`config.mk`:
```
export PLATFORM = sky130hd
export DESIGN_NAME = uart_tx_serializer_p
export DESIGN_NICKNAME = d
export VERILOG_FILES = /design/src/rtl/uart_tx_serializer_p.sv
export SDC_FILE = /design/constraint.sdc
export NUM_CORES = 1
export LEC_CHECK = 0
export ABC_AREA = 1
export BUFFER_PORTS_ARGS = -buffer_cell sky130_fd_sc_hd__buf_2
export CAP_MARGIN = 30
export CELL_PAD_IN_SITES_DETAIL_PLACEMENT = 1
export CELL_PAD_IN_SITES_GLOBAL_PLACEMENT = 1
export CORE_MARGIN = 5
export CORE_UTILIZATION = 39
export CTS_BUF_LIST = sky130_fd_sc_hd__clkbuf_8
export DETAILED_ROUTE_END_ITERATION = 16
export GPL_ROUTABILITY_DRIVEN = 1
export HOLD_SLACK_MARGIN = 0.02
export PLACE_DENSITY = 0.94
export SLEW_MARGIN = 20
export SYNTH_ARGS = -nofsm -noshare
export SYNTH_HDL_FRONTEND = slang
export SYNTH_SLANG_ARGS = --single-unit
```
`constraint.sdc`:
```
create_clock -name i_clk -period 3.8 [get_ports i_clk]
set_input_delay 0.76 -clock i_clk [delete_from_list [all_inputs] [get_ports i_clk]]
set_output_delay 0.76 -clock i_clk [all_outputs]
set_load 0.005 [all_outputs]
```
`src/rtl/uart_tx_serializer_p.sv`:
```
// Parallel-to-serial shifter for the UART TX path: one DATA_W word per load handshake, one bit per bit_tick.
// Latency: first bit on o_data_out 1 clk after the load; each bit then lasts one tick period, plus an optional parity bit.
// Backpressure: o_load_ready is low while a word is in flight; load_valid is ignored until the done cycle, when it is high again.
module uart_tx_serializer_p #(
    parameter int unsigned DATA_W     = 8,
    parameter bit          MSB_FIRST  = 1'b0,
    parameter bit          PARITY_EN  = 1'b0,
    parameter bit          PARITY_ODD = 1'b0,
    parameter bit          IDLE_LVL   = 1'b1,
    localparam int unsigned CNT_W     = $clog2(DATA_W),
    localparam int unsigned BI_W      = $clog2(DATA_W + 1)
) (
    input  logic              i_clk,
    input  logic              i_rst_n,
    input  logic [DATA_W-1:0] i_data_in,
    input  logic              i_load_valid,
    output logic              o_load_ready,
    input  logic              i_bit_tick,
    input  logic              i_abort,
    output logic              o_data_out,
    output logic              o_busy,
    output logic              o_done,
    output logic [BI_W-1:0]   o_bit_idx
);

    typedef enum logic [1:0] {
        S_IDLE   = 2'd0,
        S_SHIFT  = 2'd1,
        S_PARITY = 2'd2
    } state_t;

    state_t             r_state;
    state_t             w_state_nxt;
    logic [DATA_W-1:0]  r_shift;
    logic [DATA_W-1:0]  w_shift_nxt;
    logic [CNT_W-1:0]   r_cnt;
    logic [CNT_W-1:0]   w_cnt_nxt;
    logic               r_par;
    logic               w_par_nxt;
    logic               r_data_out;
    logic               w_dout_nxt;
    logic               r_done;
    logic               w_done_nxt;

    logic [DATA_W-1:0]  w_shifted;
    logic               w_next_bit;
    logic               w_load_bit;
    logic               w_last_bit;

    // The bit on the line is always the one at the outgoing end of r_shift.
    assign w_shifted  = MSB_FIRST ? {r_shift[DATA_W-2:0], 1'b0} : {1'b0, r_shift[DATA_W-1:1]};
    assign w_next_bit = MSB_FIRST ? w_shifted[DATA_W-1] : w_shifted[0];
    assign w_load_bit = MSB_FIRST ? i_data_in[DATA_W-1] : i_data_in[0];
    assign w_last_bit = (r_cnt == CNT_W'(DATA_W - 1));

    always_ff @(posedge i_clk or negedge i_rst_n) begin
        if (!i_rst_n) begin
            r_state    <= S_IDLE;
            r_shift    <= '0;
            r_cnt      <= '0;
            r_par      <= 1'b0;
            r_data_out <= IDLE_LVL;
            r_done     <= 1'b0;
        end else begin
            r_state    <= w_state_nxt;
            r_shift    <= w_shift_nxt;
            r_cnt      <= w_cnt_nxt;
            r_par      <= w_par_nxt;
            r_data_out <= w_dout_nxt;
            r_done     <= w_done_nxt;
        end
    end

    always_comb begin
        w_state_nxt = r_state;
        w_shift_nxt = r_shift;
        w_cnt_nxt   = r_cnt;
        w_par_nxt   = r_par;
        w_dout_nxt  = r_data_out;
        w_done_nxt  = 1'b0;
        case (r_state)
            S_IDLE: begin
                // abort is meaningless here; a same-cycle load still goes through
                if (i_load_valid) begin
                    w_shift_nxt = i_data_in;
                    w_par_nxt   = (^i_data_in) ^ PARITY_ODD;
                    w_cnt_nxt   = '0;
                    w_dout_nxt  = w_load_bit;
                    w_state_nxt = S_SHIFT;
                end
            end
            S_SHIFT: begin
                if (i_abort) begin
                    w_state_nxt = S_IDLE;
                    w_dout_nxt  = IDLE_LVL;
                    w_cnt_nxt   = '0;
                end else if (i_bit_tick) begin
                    if (!w_last_bit) begin
                        w_cnt_nxt   = r_cnt + CNT_W'(1);
                        w_shift_nxt = w_shifted;
                        w_dout_nxt  = w_next_bit;
                    end else if (PARITY_EN) begin
                        w_state_nxt = S_PARITY;
                        w_dout_nxt  = r_par;
                    end else begin
                        w_state_nxt = S_IDLE;
                        w_dout_nxt  = IDLE_LVL;
                        w_cnt_nxt   = '0;
                        w_done_nxt  = 1'b1;
                    end
                end
            end
            S_PARITY: begin
                if (i_abort) begin
                    w_state_nxt = S_IDLE;
                    w_dout_nxt  = IDLE_LVL;
                    w_cnt_nxt   = '0;
                end else if (i_bit_tick) begin
                    w_state_nxt = S_IDLE;
                    w_dout_nxt  = IDLE_LVL;
                    w_cnt_nxt   = '0;
                    w_done_nxt  = 1'b1;
                end
            end
            default: begin
                w_state_nxt = S_IDLE;
                w_dout_nxt  = IDLE_LVL;
                w_cnt_nxt   = '0;
            end
        endcase
    end

    always_comb begin
        o_bit_idx = '0;
        case (r_state)
            S_SHIFT:  o_bit_idx = BI_W'(r_cnt);
            S_PARITY: o_bit_idx = BI_W'(DATA_W);
            default:  o_bit_idx = '0;
        endcase
    end

    assign o_load_ready = (r_state == S_IDLE);
    assign o_busy       = (r_state != S_IDLE);
    assign o_data_out   = r_data_out;
    assign o_done       = r_done;

endmodule

```
# == Word level (Yosys, flattened, before mapping) ==
# Cells that the tools add are included.
# word_totals
regBits,15
word_cells,55
output_inout_bits,8
# op_classes
mux,33
addsub,1
reduce_logical,6
eq_ne,10
# ops
cell,count
$mux W8,4
$mux W3,6
$pmux W8 S2,1
$mux W2,6
$mux W1,11
$ne A3 B3 Y1 const B,3
$pmux W3 S3,1
$ne A2 B2 Y1 const B,4
$pmux W4 S2,1
$pmux W2 S3,1
$reduce_and A5 Y1,1
$reduce_and A4 Y1,1
$reduce_bool A2 Y1,2
$add A3 B1 Y3 const B,1
$eq A3 B3 Y1 const B,1
$pmux W1 S3,1
$reduce_and A3 Y1,1
$eq A2 B1 Y1 const B,1
$eq A2 B2 Y1 const B,1
$logic_not A2 Y1,1
$pmux W1 S2,1

# == Logic depth before layout (Yosys ltp) ==
# depth
depth_word,5
ltp_mapped,6

# == Worst setup path after synthesis ==
# No wires, ideal clock.
# synth_path
path_kind,register -> register
from,register r_cnt[0]
to,register r_shift[7]
t_arrival_ns,1.402
required_time_ns,3.682
synth_period_minus_slack_ns,1.520
path_buffers,0
path_slack_ns,2.280
path_stages_with_launch,7
path_cell_list,dfrtp_1 -> ha_1 -> ha_1 -> o21ai_1 -> nand2_2 -> nand2_1 -> nand2_1
# synth_via
elab_chain_cells,3
# synth_lines
item,line,source
from (decl),36,logic [CNT_W-1:0] r_cnt;
from (signal assigned),67,r_cnt <= w_cnt_nxt;
$eq A3 B3 Y1,54,assign w_last_bit = (r_cnt == CNT_W'(DATA_W - 1));
$ne A2 B2 Y1 (no line),n/a,
$reduce_and A5 Y1 (no line),n/a,
to (signal assigned),66,r_shift <= w_shift_nxt;
to (decl),34,logic [DATA_W-1:0] r_shift;
# Every way passes these cells.
# A chain may end at the register's enable or synchronous reset.

# == Worst setup path in the final report ==
# layout_path
from,register r_state[0]
to,output port o_load_ready
# layout_via
elab_chain_cells,1
# layout_lines
item,line,source
from (decl),32,state_t r_state;
from (signal assigned),65,r_state <= w_state_nxt;
$logic_not A2 Y1,142,assign o_load_ready = (r_state == S_IDLE);
to (decl),17,"output logic o_load_ready,"
# Every way passes these cells.

==> results_dict.tcl <==
set metrics [dict create \
    setup_tns_ns 0 \
    p_per_area_nw_per_um2 483 \
    via_per_inst 4.72 \
    arrival_ns 1.24 \
    slew_headroom_pct 57.6 \
    wl_per_cell_um 12.5 \
    ys_seq_area_share_pct 46.0 \
    maxSlewViolCount 0 \
    cts.clk_slew.worst_paths_ns 0.05 \
    clk_path_buf_depth 2 \
    status "finished clean" \
    grt_pass1_wl_um 2970 \
    clock-sinks 13 \
    timing.max_cap.violations 0 \
    clockPowerShare_pct 28.5 \
    most-common-layout-cells "46 x nand2_1, 19 x buf_2, 12 x dfrtp_1, 10 x nand3_1, 9 x inv_1" \
    totalWireLength_um 1780 \
    irDropWorstVdd_mv 0.202 \
    mostFrequentLayoutCell "nand2_1" \
    rsz0062_at_grt "no" \
    synth_compound_area_share_pct 2.82 \
    cts_tree "done" \
    grt_max_degree 18 \
    dpl.cell_count 138 \
    worst_slew_pin_slew_ns 0.631 \
    fin_crit_ns 2.00 \
    htreeDepth 1 \
    cts_resized 0 \
    regArea_um2 327 \
    synthMuxAreaShare_pct 0 \
    cp.required_ns 3.04 \
    drive_above_1_share_pct 23.1 \
    max_freq_mhz 501 \
    seqPwrFrac_pct 47.2 \
    fp.dieH_um 52.7 \
    post-place-ws_ns 1.90 \
    cp_cell_sequence "inv_2, buf_2" \
    syn_area_um2 711 \
    ys_warn_count 0 \
    portBuffers 19 \
    ant_nets 0 \
    core_um2 1730 \
    syn_to_final_growth_pct 22.4 \
    ys_ff_latch 13 \
    ys_top_cells_by_area "dfrtp_1 42%, nand2_1 24%, nand3_1 7.0%, inv_1 4.2%, dfstp_2 3.7%" \
    first_pass_iters 2 \
    finalClockSkew_ns 0.00121 \
    critPathSlowestCell "dfrtp_1" \
    synth_adder_area_share_pct 3.52 \
    grt_overflow 0 \
    dpl.hpwl_um 1410 \
    final_nets 133 \
    crit_fanout 17 \
    finalWeightedCongestion 0.828 \
    pwr-share-comb_pct 24.3 \
    ios 21 \
    diodes 0 \
    switchingPower_mw 0.136 \
    p_leak_nw 0.542 \
    antenna_found_initial 0 \
    multiInputGateArea_um2 338 \
    final_hold_viol_count 0 \
    synth-simple-area-share_pct 40.7 \
    synth_top_cell_area_share_pct 42.3 \
    grt_usage_pct 14.8 \
    clock_latency_ns 0.24 \
    syn_inst 96 \
    layout_setup_ws_ns 1.80 \
    syn_area_per_cell_um2 7.40 \
    synth_xor_area_share_pct 0 \
    setup_violations 0 \
    worstSetupPathType "flip-flop to output port" \
    grt_pass1_vias 691 \
    cts_hold_buf 0 \
    period_share_pct 52.6 \
    drc 0 \
    critPathMaxStageDelay_ns 0.64 \
    filler_cell_count 237 \
    vias 670 \
    end_kind "output port" \
    drt_first_iter_violations 2 \
    final-instance-count-excl-fill 142 \
    ys_types 17 \
    hp-class "input port to asynchronous set/reset pin" \
    cts_setup_buffers 0 \
    start_kind "flip-flop" \
    die_w_um 52.7 \
    root_buffer "clkbuf_8" \
    synth_area_leader_cell "dfrtp_1" \
    swShare_pct 32.4 \
    synth_top_family_by_area "simple AND/OR/NAND/NOR gates" \
    synthesis.nets 111 \
    rows 15 \
    initial_core_util_pct 41.2 \
    numCtsBuffers 3 \
    die_area_um2 2780 \
    internal_power_mw 0.284 \
]
## power by group through the flow
stage	Clock, mW	Sequential, mW	Combinational (mW)
after CTS	0.124	0.199	0.105
after detailed placement	0	0.200	0.104
final	0.120	0.199	0.102
after global placement	0	0.199	0.0965
after global routing	0.131	0.203	0.118
after floorplan	0	0.191	0.0732
## worst max-delay path, delay by kind of cell, from the launching register on
family	cells	cell delay, ns
buffers and inverters	2	0.35
flip-flops	1	0.64
## Yosys cell counts
master	n
nand2_2	1
nand4_1	2
dfstp_2	1
inv_1	8
nand2_1	46
buf_4	1
inv_2	1
nand3b_1	2
nand3_1	10
dfrtp_1	12
o21ai_0	3
buf_2	1
ha_1	2
nor3_1	2
conb_1	1
o21ai_1	1
nand2_4	2
## stage by stage
step | hold WS (ns) | cell area (µm²) | total power [mW] | util [%]
CTS | 0.407 | 870 | 0.427 | 50.4
finish | 0.404 | 870 | 0.420 | 50.4
floorplan | 0.433 | 711 | 0.264 | -
global placement | 0.453 | 825 | 0.296 | 47.8
global route | 0.419 | 870 | 0.453 | 50.4
detailed placement | 0.451 | 825 | 0.304 | 47.8
## final cells by class
cell class	instances	area share, %
Sequential cell	13	37.6
Inverter	9	3.88
Clock buffer	3	4.75
Timing Repair Buffer	19	10.9
Tap cell	25	3.60
Clock inverter	1	0.432
Multi-Input combinational cell	72	38.8
## logic make-up after synthesis
logic type	Yosys count
AO/OA/AOI/OAI	4
buffers and inverters	11
AND/OR/NAND/NOR	65
other	1
flip-flops	13
adder cells (fa/ha/maj)	2
## worst paths after layout
check                           start      endpoint  slack, ns  cells past startpoint
setup / recovery           r_state[0]  o_load_ready       1.80                      2
hold / removal                i_rst_n      r_cnt[1]       0.40                      1
setup reg to reg             r_cnt[0]    r_shift[5]       1.93                      6
hold reg to reg            r_shift[1]    r_shift[1]       0.46                      2
max in group asynchronous     i_rst_n    o_data_out       3.11                      1
min in group i_clk         r_shift[1]    r_shift[1]       0.46                      2
## metal layers
layer | track usage [%] | part of all wire [%]
met5 | 0 | 0
met1 | 17.3 | 44
met4 | 6.38 | 1.2
met3 | 2.85 | 5.3
met2 | 25.8 | 49
## flip-flops by register name, indices dropped and copies added, names as in the netlist
register	flops
r_shift	7
o_data_out	1
o_done	1
r_state	1
r_cnt	3
Note: power is estimated with default switching activity, not from simulation.
